--- src/rtl/params_pkg.sv ---
// Shared widths and FSM state type for the data cache.
package params_pkg;

  localparam int unsigned ADDR_WIDTH = 32;
  localparam int unsigned DATA_WIDTH = 32;

  typedef enum logic [1:0] {
    StIdle,
    StRefill,
    StWrite
  } dcache_state_t;

endpackage

--- src/rtl/dcache_array.sv ---
// Direct-mapped line storage: valid/tag/data per line, one async read port, one sync write port.
module dcache_array #(
  parameter int unsigned NUM_LINES  = 8,
  parameter int unsigned TAG_WIDTH  = 29,
  parameter int unsigned DATA_WIDTH = 32,
  localparam int unsigned IdxWidth  = $clog2(NUM_LINES)
) (
  input  logic                  clk_i,
  input  logic                  rst_i,
  input  logic [IdxWidth-1:0]   rd_idx_i,
  output logic                  rd_valid_o,
  output logic [TAG_WIDTH-1:0]  rd_tag_o,
  output logic [DATA_WIDTH-1:0] rd_data_o,
  input  logic                  wr_en_i,
  input  logic [IdxWidth-1:0]   wr_idx_i,
  input  logic [TAG_WIDTH-1:0]  wr_tag_i,
  input  logic [DATA_WIDTH-1:0] wr_data_i
);

  logic [NUM_LINES-1:0]  valid_q;
  logic [TAG_WIDTH-1:0]  tag_q  [NUM_LINES];
  logic [DATA_WIDTH-1:0] data_q [NUM_LINES];

  always_ff @(posedge clk_i) begin
    if (rst_i) begin
      valid_q <= '0;
    end else if (wr_en_i) begin
      valid_q[wr_idx_i] <= 1'b1;
    end
  end

  // Tag/data need no reset; the valid bit qualifies them.
  always_ff @(posedge clk_i) begin
    if (wr_en_i) begin
      tag_q[wr_idx_i]  <= wr_tag_i;
      data_q[wr_idx_i] <= wr_data_i;
    end
  end

  assign rd_valid_o = valid_q[rd_idx_i];
  assign rd_tag_o   = tag_q[rd_idx_i];
  assign rd_data_o  = data_q[rd_idx_i];

endmodule

--- src/rtl/dcache.sv ---
// Direct-mapped, write-through, no-write-allocate data cache with one-word lines.
// Define DCACHE_STATS_EN to add hit_count_o/miss_count_o counters.
module dcache
  import params_pkg::*;
#(
  parameter int unsigned ADDR_WIDTH = params_pkg::ADDR_WIDTH,
  parameter int unsigned DATA_WIDTH = params_pkg::DATA_WIDTH,
  parameter int unsigned NUM_LINES  = 8
) (
  input  logic                  clk_i,
  input  logic                  rst_i,
  input  logic                  req_valid_i,
  input  logic                  req_we_i,
  input  logic [ADDR_WIDTH-1:0] req_addr_i,
  input  logic [DATA_WIDTH-1:0] req_wdata_i,
  output logic                  req_ready_o,
  output logic                  rsp_valid_o,
  output logic [DATA_WIDTH-1:0] rsp_rdata_o,
  output logic                  mem_req_o,
  output logic                  mem_we_o,
  output logic [ADDR_WIDTH-1:0] mem_addr_o,
  output logic [DATA_WIDTH-1:0] mem_wdata_o,
  input  logic                  mem_ack_i,
`ifdef DCACHE_STATS_EN
  output logic [31:0]           hit_count_o,
  output logic [31:0]           miss_count_o,
`endif
  input  logic [DATA_WIDTH-1:0] mem_rdata_i
);

  localparam int unsigned IdxWidth = $clog2(NUM_LINES);
  localparam int unsigned TagWidth = ADDR_WIDTH - IdxWidth;

  dcache_state_t         state_q, state_d;
  logic                  mem_req_q, mem_req_d;
  logic                  mem_we_q, mem_we_d;
  logic [ADDR_WIDTH-1:0] mem_addr_q, mem_addr_d;
  logic [DATA_WIDTH-1:0] mem_wdata_q, mem_wdata_d;
  logic                  rsp_valid_q, rsp_valid_d;
  logic [DATA_WIDTH-1:0] rsp_rdata_q, rsp_rdata_d;

  logic                  rd_valid;
  logic [TagWidth-1:0]   rd_tag;
  logic [DATA_WIDTH-1:0] rd_data;
  logic                  wr_en;
  logic [IdxWidth-1:0]   wr_idx;
  logic [TagWidth-1:0]   wr_tag;
  logic [DATA_WIDTH-1:0] wr_data;
  logic                  accept, hit;

  dcache_array #(
    .NUM_LINES (NUM_LINES),
    .TAG_WIDTH (TagWidth),
    .DATA_WIDTH(DATA_WIDTH)
  ) u_array (
    .clk_i     (clk_i),
    .rst_i     (rst_i),
    .rd_idx_i  (req_addr_i[IdxWidth-1:0]),
    .rd_valid_o(rd_valid),
    .rd_tag_o  (rd_tag),
    .rd_data_o (rd_data),
    .wr_en_i   (wr_en & ~rst_i),
    .wr_idx_i  (wr_idx),
    .wr_tag_i  (wr_tag),
    .wr_data_i (wr_data)
  );

  assign accept = req_valid_i && (state_q == StIdle);
  assign hit    = rd_valid && (rd_tag == req_addr_i[ADDR_WIDTH-1:IdxWidth]);

  always_comb begin
    state_d     = state_q;
    mem_req_d   = mem_req_q;
    mem_we_d    = mem_we_q;
    mem_addr_d  = mem_addr_q;
    mem_wdata_d = mem_wdata_q;
    rsp_valid_d = 1'b0;
    rsp_rdata_d = rsp_rdata_q;
    wr_en       = 1'b0;
    wr_idx      = req_addr_i[IdxWidth-1:0];
    wr_tag      = req_addr_i[ADDR_WIDTH-1:IdxWidth];
    wr_data     = req_wdata_i;
    unique case (state_q)
      StIdle: begin
        if (req_valid_i) begin
          if (req_we_i) begin
            // Write-through: update a hitting line now, never allocate on a miss.
            wr_en       = hit;
            mem_req_d   = 1'b1;
            mem_we_d    = 1'b1;
            mem_addr_d  = req_addr_i;
            mem_wdata_d = req_wdata_i;
            state_d     = StWrite;
          end else if (hit) begin
            rsp_valid_d = 1'b1;
            rsp_rdata_d = rd_data;
          end else begin
            mem_req_d  = 1'b1;
            mem_we_d   = 1'b0;
            mem_addr_d = req_addr_i;
            state_d    = StRefill;
          end
        end
      end
      StRefill: begin
        wr_idx = mem_addr_q[IdxWidth-1:0];
        wr_tag = mem_addr_q[ADDR_WIDTH-1:IdxWidth];
        wr_data = mem_rdata_i;
        if (mem_req_q && mem_ack_i) begin
          wr_en       = 1'b1;
          mem_req_d   = 1'b0;
          rsp_valid_d = 1'b1;
          rsp_rdata_d = mem_rdata_i;
          state_d     = StIdle;
        end
      end
      StWrite: begin
        if (mem_req_q && mem_ack_i) begin
          mem_req_d   = 1'b0;
          rsp_valid_d = 1'b1;
          state_d     = StIdle;
        end
      end
      default: state_d = StIdle;
    endcase
  end

  always_ff @(posedge clk_i) begin
    if (rst_i) begin
      state_q     <= StIdle;
      mem_req_q   <= 1'b0;
      mem_we_q    <= 1'b0;
      mem_addr_q  <= '0;
      mem_wdata_q <= '0;
      rsp_valid_q <= 1'b0;
      rsp_rdata_q <= '0;
    end else begin
      state_q     <= state_d;
      mem_req_q   <= mem_req_d;
      mem_we_q    <= mem_we_d;
      mem_addr_q  <= mem_addr_d;
      mem_wdata_q <= mem_wdata_d;
      rsp_valid_q <= rsp_valid_d;
      rsp_rdata_q <= rsp_rdata_d;
    end
  end

`ifdef DCACHE_STATS_EN
  logic [31:0] hit_count_q, miss_count_q;

  always_ff @(posedge clk_i) begin
    if (rst_i) begin
      hit_count_q  <= '0;
      miss_count_q <= '0;
    end else if (accept) begin
      if (hit) hit_count_q <= hit_count_q + 32'd1;
      else     miss_count_q <= miss_count_q + 32'd1;
    end
  end

  assign hit_count_o  = hit_count_q;
  assign miss_count_o = miss_count_q;
`endif

  assign req_ready_o = (state_q == StIdle);
  assign rsp_valid_o = rsp_valid_q;
  assign rsp_rdata_o = rsp_rdata_q;
  assign mem_req_o   = mem_req_q;
  assign mem_we_o    = mem_we_q;
  assign mem_addr_o  = mem_addr_q;
  assign mem_wdata_o = mem_wdata_q;

endmodule
--- config.mk ---
export PLATFORM = sky130hd
export DESIGN_NAME = dcache
export DESIGN_NICKNAME = d
export VERILOG_FILES = /design/src/rtl/params_pkg.sv /design/src/rtl/dcache_array.sv /design/src/rtl/dcache.sv
export SDC_FILE = /design/constraint.sdc
export NUM_CORES = 1
export LEC_CHECK = 0
export CAP_MARGIN = 25
export CORE_MARGIN = 2
export CORE_UTILIZATION = 50
export CTS_BUF_LIST = sky130_fd_sc_hd__clkbuf_16
export CTS_CLUSTER_SIZE = 30
export DETAILED_ROUTE_END_ITERATION = 12
export GPL_TIMING_DRIVEN = 0
export PLACE_DENSITY = 0.81
export SYNTH_ARGS = -nofsm -noshare
export SYNTH_HDL_FRONTEND = slang
export SYNTH_SLANG_ARGS = --single-unit
export TNS_END_PERCENT = 30
--- constraint.sdc ---
create_clock -name clk_i -period 10.1 [get_ports clk_i]
set_input_delay 1.01 -clock clk_i [delete_from_list [all_inputs] [get_ports clk_i]]
set_output_delay 1.01 -clock clk_i [all_outputs]
set_load 0.05 [all_outputs]
==> results of run 1 <==
worst min path at each step:
stage | cells past startpoint | slack [ns] | end
after global routing | 2 | 0.47 | mem_wdata_o[24]$_SDFFE_PP0P_
after floorplan | 2 | 0.45 | u_array.valid_q[2]$_SDFFE_PP0P_
after detailed placement | 2 | 0.45 | mem_wdata_o[16]$_SDFFE_PP0P_
after global placement | 2 | 0.44 | mem_wdata_o[17]$_SDFFE_PP0P_
after CTS | 2 | 0.46 | mem_wdata_o[16]$_SDFFE_PP0P_
final | 2 | 0.46 | mem_wdata_o[16]$_SDFFE_PP0P_
state kept, by name, indices dropped and copies added, names as in the netlist:
signal / count
mem_wdata_o: 32
u_array.data_q: 256
u_array.valid_q: 8
u_array.tag_q: 232
mem_req_o: 1
rsp_valid_o: 1
state_q: 2
mem_addr_o: 32
mem_we_o: 1
rsp_rdata_o: 32
layout make-up:
class | count | area [µm²] | area share, %
Inverter | 13 | 48.8 | 0.162
Sequential cell | 597 | 16800 | 55.8
Timing Repair Buffer | 215 | 2320 | 7.70
Multi-Input combinational cell | 944 | 7890 | 26.2
Tap cell | 672 | 841 | 2.79
Buffer | 98 | 478 | 1.58
Clock buffer | 58 | 1450 | 4.81
Clock inverter | 44 | 285 | 0.946
tightest hold or removal path: stages, from the launching register on:
cell     delay, ns
dfxtp_1       0.31
nand2_1       0.05
a21oi_1       0.05
where the power goes:
part / switching [mW] / internal (mW)
registers: 0.0263 / 2.75
logic: 0.525 / 0.274
clock network: 0.894 / 1.13
total: 1.45 / 4.16
metal layers:
| layer | global-route usage, % | vias to the layer above | wire length (µm) |
|---|---|---|---|
| li1 | - | 6869 | - |
| met1 | 32.3 | 8148 | 25100 |
| met2 | 42.4 | 962 | 33100 |
| met3 | 5.48 | 226 | 6030 |
| met4 | 12.1 | 2 | 3340 |
| met5 | 0 | - | 16 |
stage by stage:
step	cell area [µm²]	power, mW	hold WS, ns	std cells
global placement	28000	3.57	0.444	2521
CTS	30100	5.60	0.455	2640
finish	30200	5.60	0.455	2641
detailed placement	28400	3.61	0.447	2538
floorplan	25200	3.31	0.449	1652
global route	30200	5.75	0.473	2641
cells in the final DEF (no fill, tap or decap), types with 5 or more instances in the layout:
| cell type | count |
|---|---|
| nor2_1 | 137 |
| or3_1 | 8 |
| inv_1 | 28 |
| buf_2 | 13 |
| clkinv_1 | 11 |
| nand4_1 | 6 |
| nor2b_1 | 6 |
| xor2_1 | 10 |
| a31oi_1 | 6 |
| buf_6 | 6 |
| mux2_2 | 87 |
| o21ai_0 | 8 |
| clkbuf_1 | 48 |
| nor3b_1 | 34 |
| mux4_2 | 88 |
| edfxtp_1 | 488 |
| buf_1 | 18 |
| mux2i_1 | 149 |
| buf_12 | 16 |
| nand2_1 | 79 |
| a22oi_1 | 5 |
| nor3_1 | 13 |
| nor2_4 | 8 |
| clkdlybuf4s50_1 | 197 |
| buf_4 | 13 |
| a22o_1 | 14 |
| clkbuf_16 | 58 |
| o22ai_1 | 24 |
| nand2b_1 | 71 |
| nor4_1 | 7 |
| dfxtp_1 | 109 |
| clkinv_2 | 9 |
| o21a_1 | 8 |
| a21oi_1 | 132 |
cells by family (layout without fill, tap and decap cells):
group / after synthesis / after routing / share of synthesized area, %
AOI/OAI and AO/OA: 210 / 210 / 4.82
xor gates and xnor gates: 12 / 12 / 0.417
adders and majority gates: 3 / 3 / 0.149
buffers and inverters: 111 / 428 / 2.09
DFF: 597 / 597 / 66.8
muxes: 329 / 329 / 17.9
and+or+nand+nor: 390 / 390 / 7.79
==> run_results.csv, run 1 <==
group,metric,value,unit
logic_synthesis,async_reset_ff_share,0,%
die,num_rows,82,
logic_synthesis,ys_seq_area_share,66.8,%
final_layout,layout-drive-gt1-share,16.2,%
timing,drv_slew,0,
detailed_routing,drc,0,
logic_synthesis,synth_top_area_share,58.2,%
setup_path,crit_chain,"buf_4, buf_4, buf_2, mux4_2, mux2i_1, xor2_1, nand2_1, or4b_1, nor4_4, a31oi_2, nor2_4, buf_12, buf_12",
timing,final.min_clock_period,5.17,ns
clocking,htree_num_levels,2,
setup_path,r2r_end,"u_array.tag_q[3][7]$_DFFE_PP_",
setup_path,crit_type,"in2reg",
status,status,"finished, final reports clean",
setup_path,rrSetupSlack,5.62,ns
logic_synthesis,ys.flop_type,"edfxtp_1",
timing,max_freq,193,MHz
place,routabilityCongestion,0.883,
logic_synthesis,yosysWarnings,0,
logic_synthesis,syn_inst,1652,
setup_path,crit_start,"req_addr_i[2]",
detailed_routing,firstDrtPassIters,6,
timing,hold_viol,0,
clocking,cts_tree,"done",
pwr,ir_worst_vdd,0.136,mV
die,chipHeight,228,µm
timing,final.period_utilization,51.2,%
die,die_area,0.0522,mm²
setup_path,path_buf_inv,5,
timing,fin_skew,0.0207,ns
place,pre_cts_ws,4.42,ns
clocking,cts_buffers,56,
logic_synthesis,synth-edff-count,488,
setup_path,cp_top_family,"simple AND/OR/NAND/NOR gates",
logic_synthesis,synth_area,0.0252,mm²
die,dieWidth,228,µm
final_layout,fin_nets,2029,
setup_path,cp-endpoint,"u_array.tag_q[3][7]$_DFFE_PP_",
logic_synthesis,synth.avg_cell_area,15.3,µm²
final_layout,nFillCells,3539,
logic_synthesis,yosys.area.top_type,"edfxtp_1",
grt,grt_max_degree,26,
setup_path,reg2reg_depth,10,
pwr,power_density,186,mW/mm²
setup_path,worst_setup_path_end_kind,"flop",
timing,post-route-worst-setup-slack,4.93,ns
logic_synthesis,synth_seq_cells,597,
timing,tns,0,ns
clocking,cts.sinks,597,
timing,worst_pin_slew,1.06,ns
timing,rsz0062_at_grt,"no",
clocking,clock_latency,0.62,ns
grt,grt_usage,25.6,%
detailed_routing,routed_wl,67.5,mm
timing,finalSetupViolations,0,
logic_synthesis,synth.area.top_cells,"edfxtp_1, dfxtp_1, mux4_2",
setup_path,crit_arrival,5.47,ns
clocking,holdBufCountCts,0,
logic_synthesis,syn_nets,1756,
final_layout,finish.utilization,60.4,%
place,io_buffers,197,
grt,antenna_found_initial,1,
detailed_routing,ant_nets,0,
logic_synthesis,synth_common_cells,"edfxtp_1, mux2i_1, nor2_1, a21oi_1, dfxtp_1",
clocking,cts-root-buf,"clkbuf_16",
pwr,p_leak,9.99,nW
flow_run,drv_cap,0,
final_layout,area_growth,19.7,%
logic_synthesis,yosysMostFrequentCell,"edfxtp_1",
die,core,0.0500,mm²
detailed_routing,avgRoutedWirePerCell,25.6,µm
worst_hold_path,hp-class,"reg2reg",
worst_hold_path,hold_start,"mem_wdata_o[16]$_SDFFE_PP0P_",
place,dp_hpwl,44.4,mm
timing,relSlewSlack,29.3,%
grt,grt-ovfl-total,0,
clocking,cts_repair_resize_count,0,
detailed_routing,drt-initial-drc-count,1809,
setup_path,path_depth,13,
setup_path,r2r-start,"u_array.tag_q[1][17]$_DFFE_PP_",
clocking,cts_max_path_buffers,3,
setup_path,crit_slowest_cell,"nor2_4",
setup_path,startpoint_type,"input port",
die,io_pins,201,
grt,grt_pass1_wl,101,mm
setup_path,worst_ep_required_time,10.40,ns
setup_path,crit_fanout,22,
clocking,postCtsSetupRepairBufs,0,
clocking,clk_pin_slew,0.06,ns
final_layout,diodes,0,
detailed_routing,vias,16200,
setup_path,max_stage_delay,0.77,ns
grt,grt_pass1_vias,16700,
logic_synthesis,synth.distinct_cells,54,
detailed_routing,viasPerCell,6.14,
die,initial_core_util,50.4,%
No activity file was read; power rests on OpenSTA's default activity.
==> inputs of run 2 (changes only) <==
clock period = 5.35 ns   (was 10.1 ns; I/O delays follow)
==> results of run 2 <==
The final DEF is identical to that of run 1. Status: finished, final reports clean.
Main changes from that run: setup slack after placement 4.42 ns -> 0.149 ns; setup slack after layout 4.93 ns -> 0.650 ns; register-to-register setup slack 5.62 ns -> 0.87 ns; total power 5.60 mW -> 10.6 mW; worst IR drop on VDD 0.136 mV -> 0.257 mV
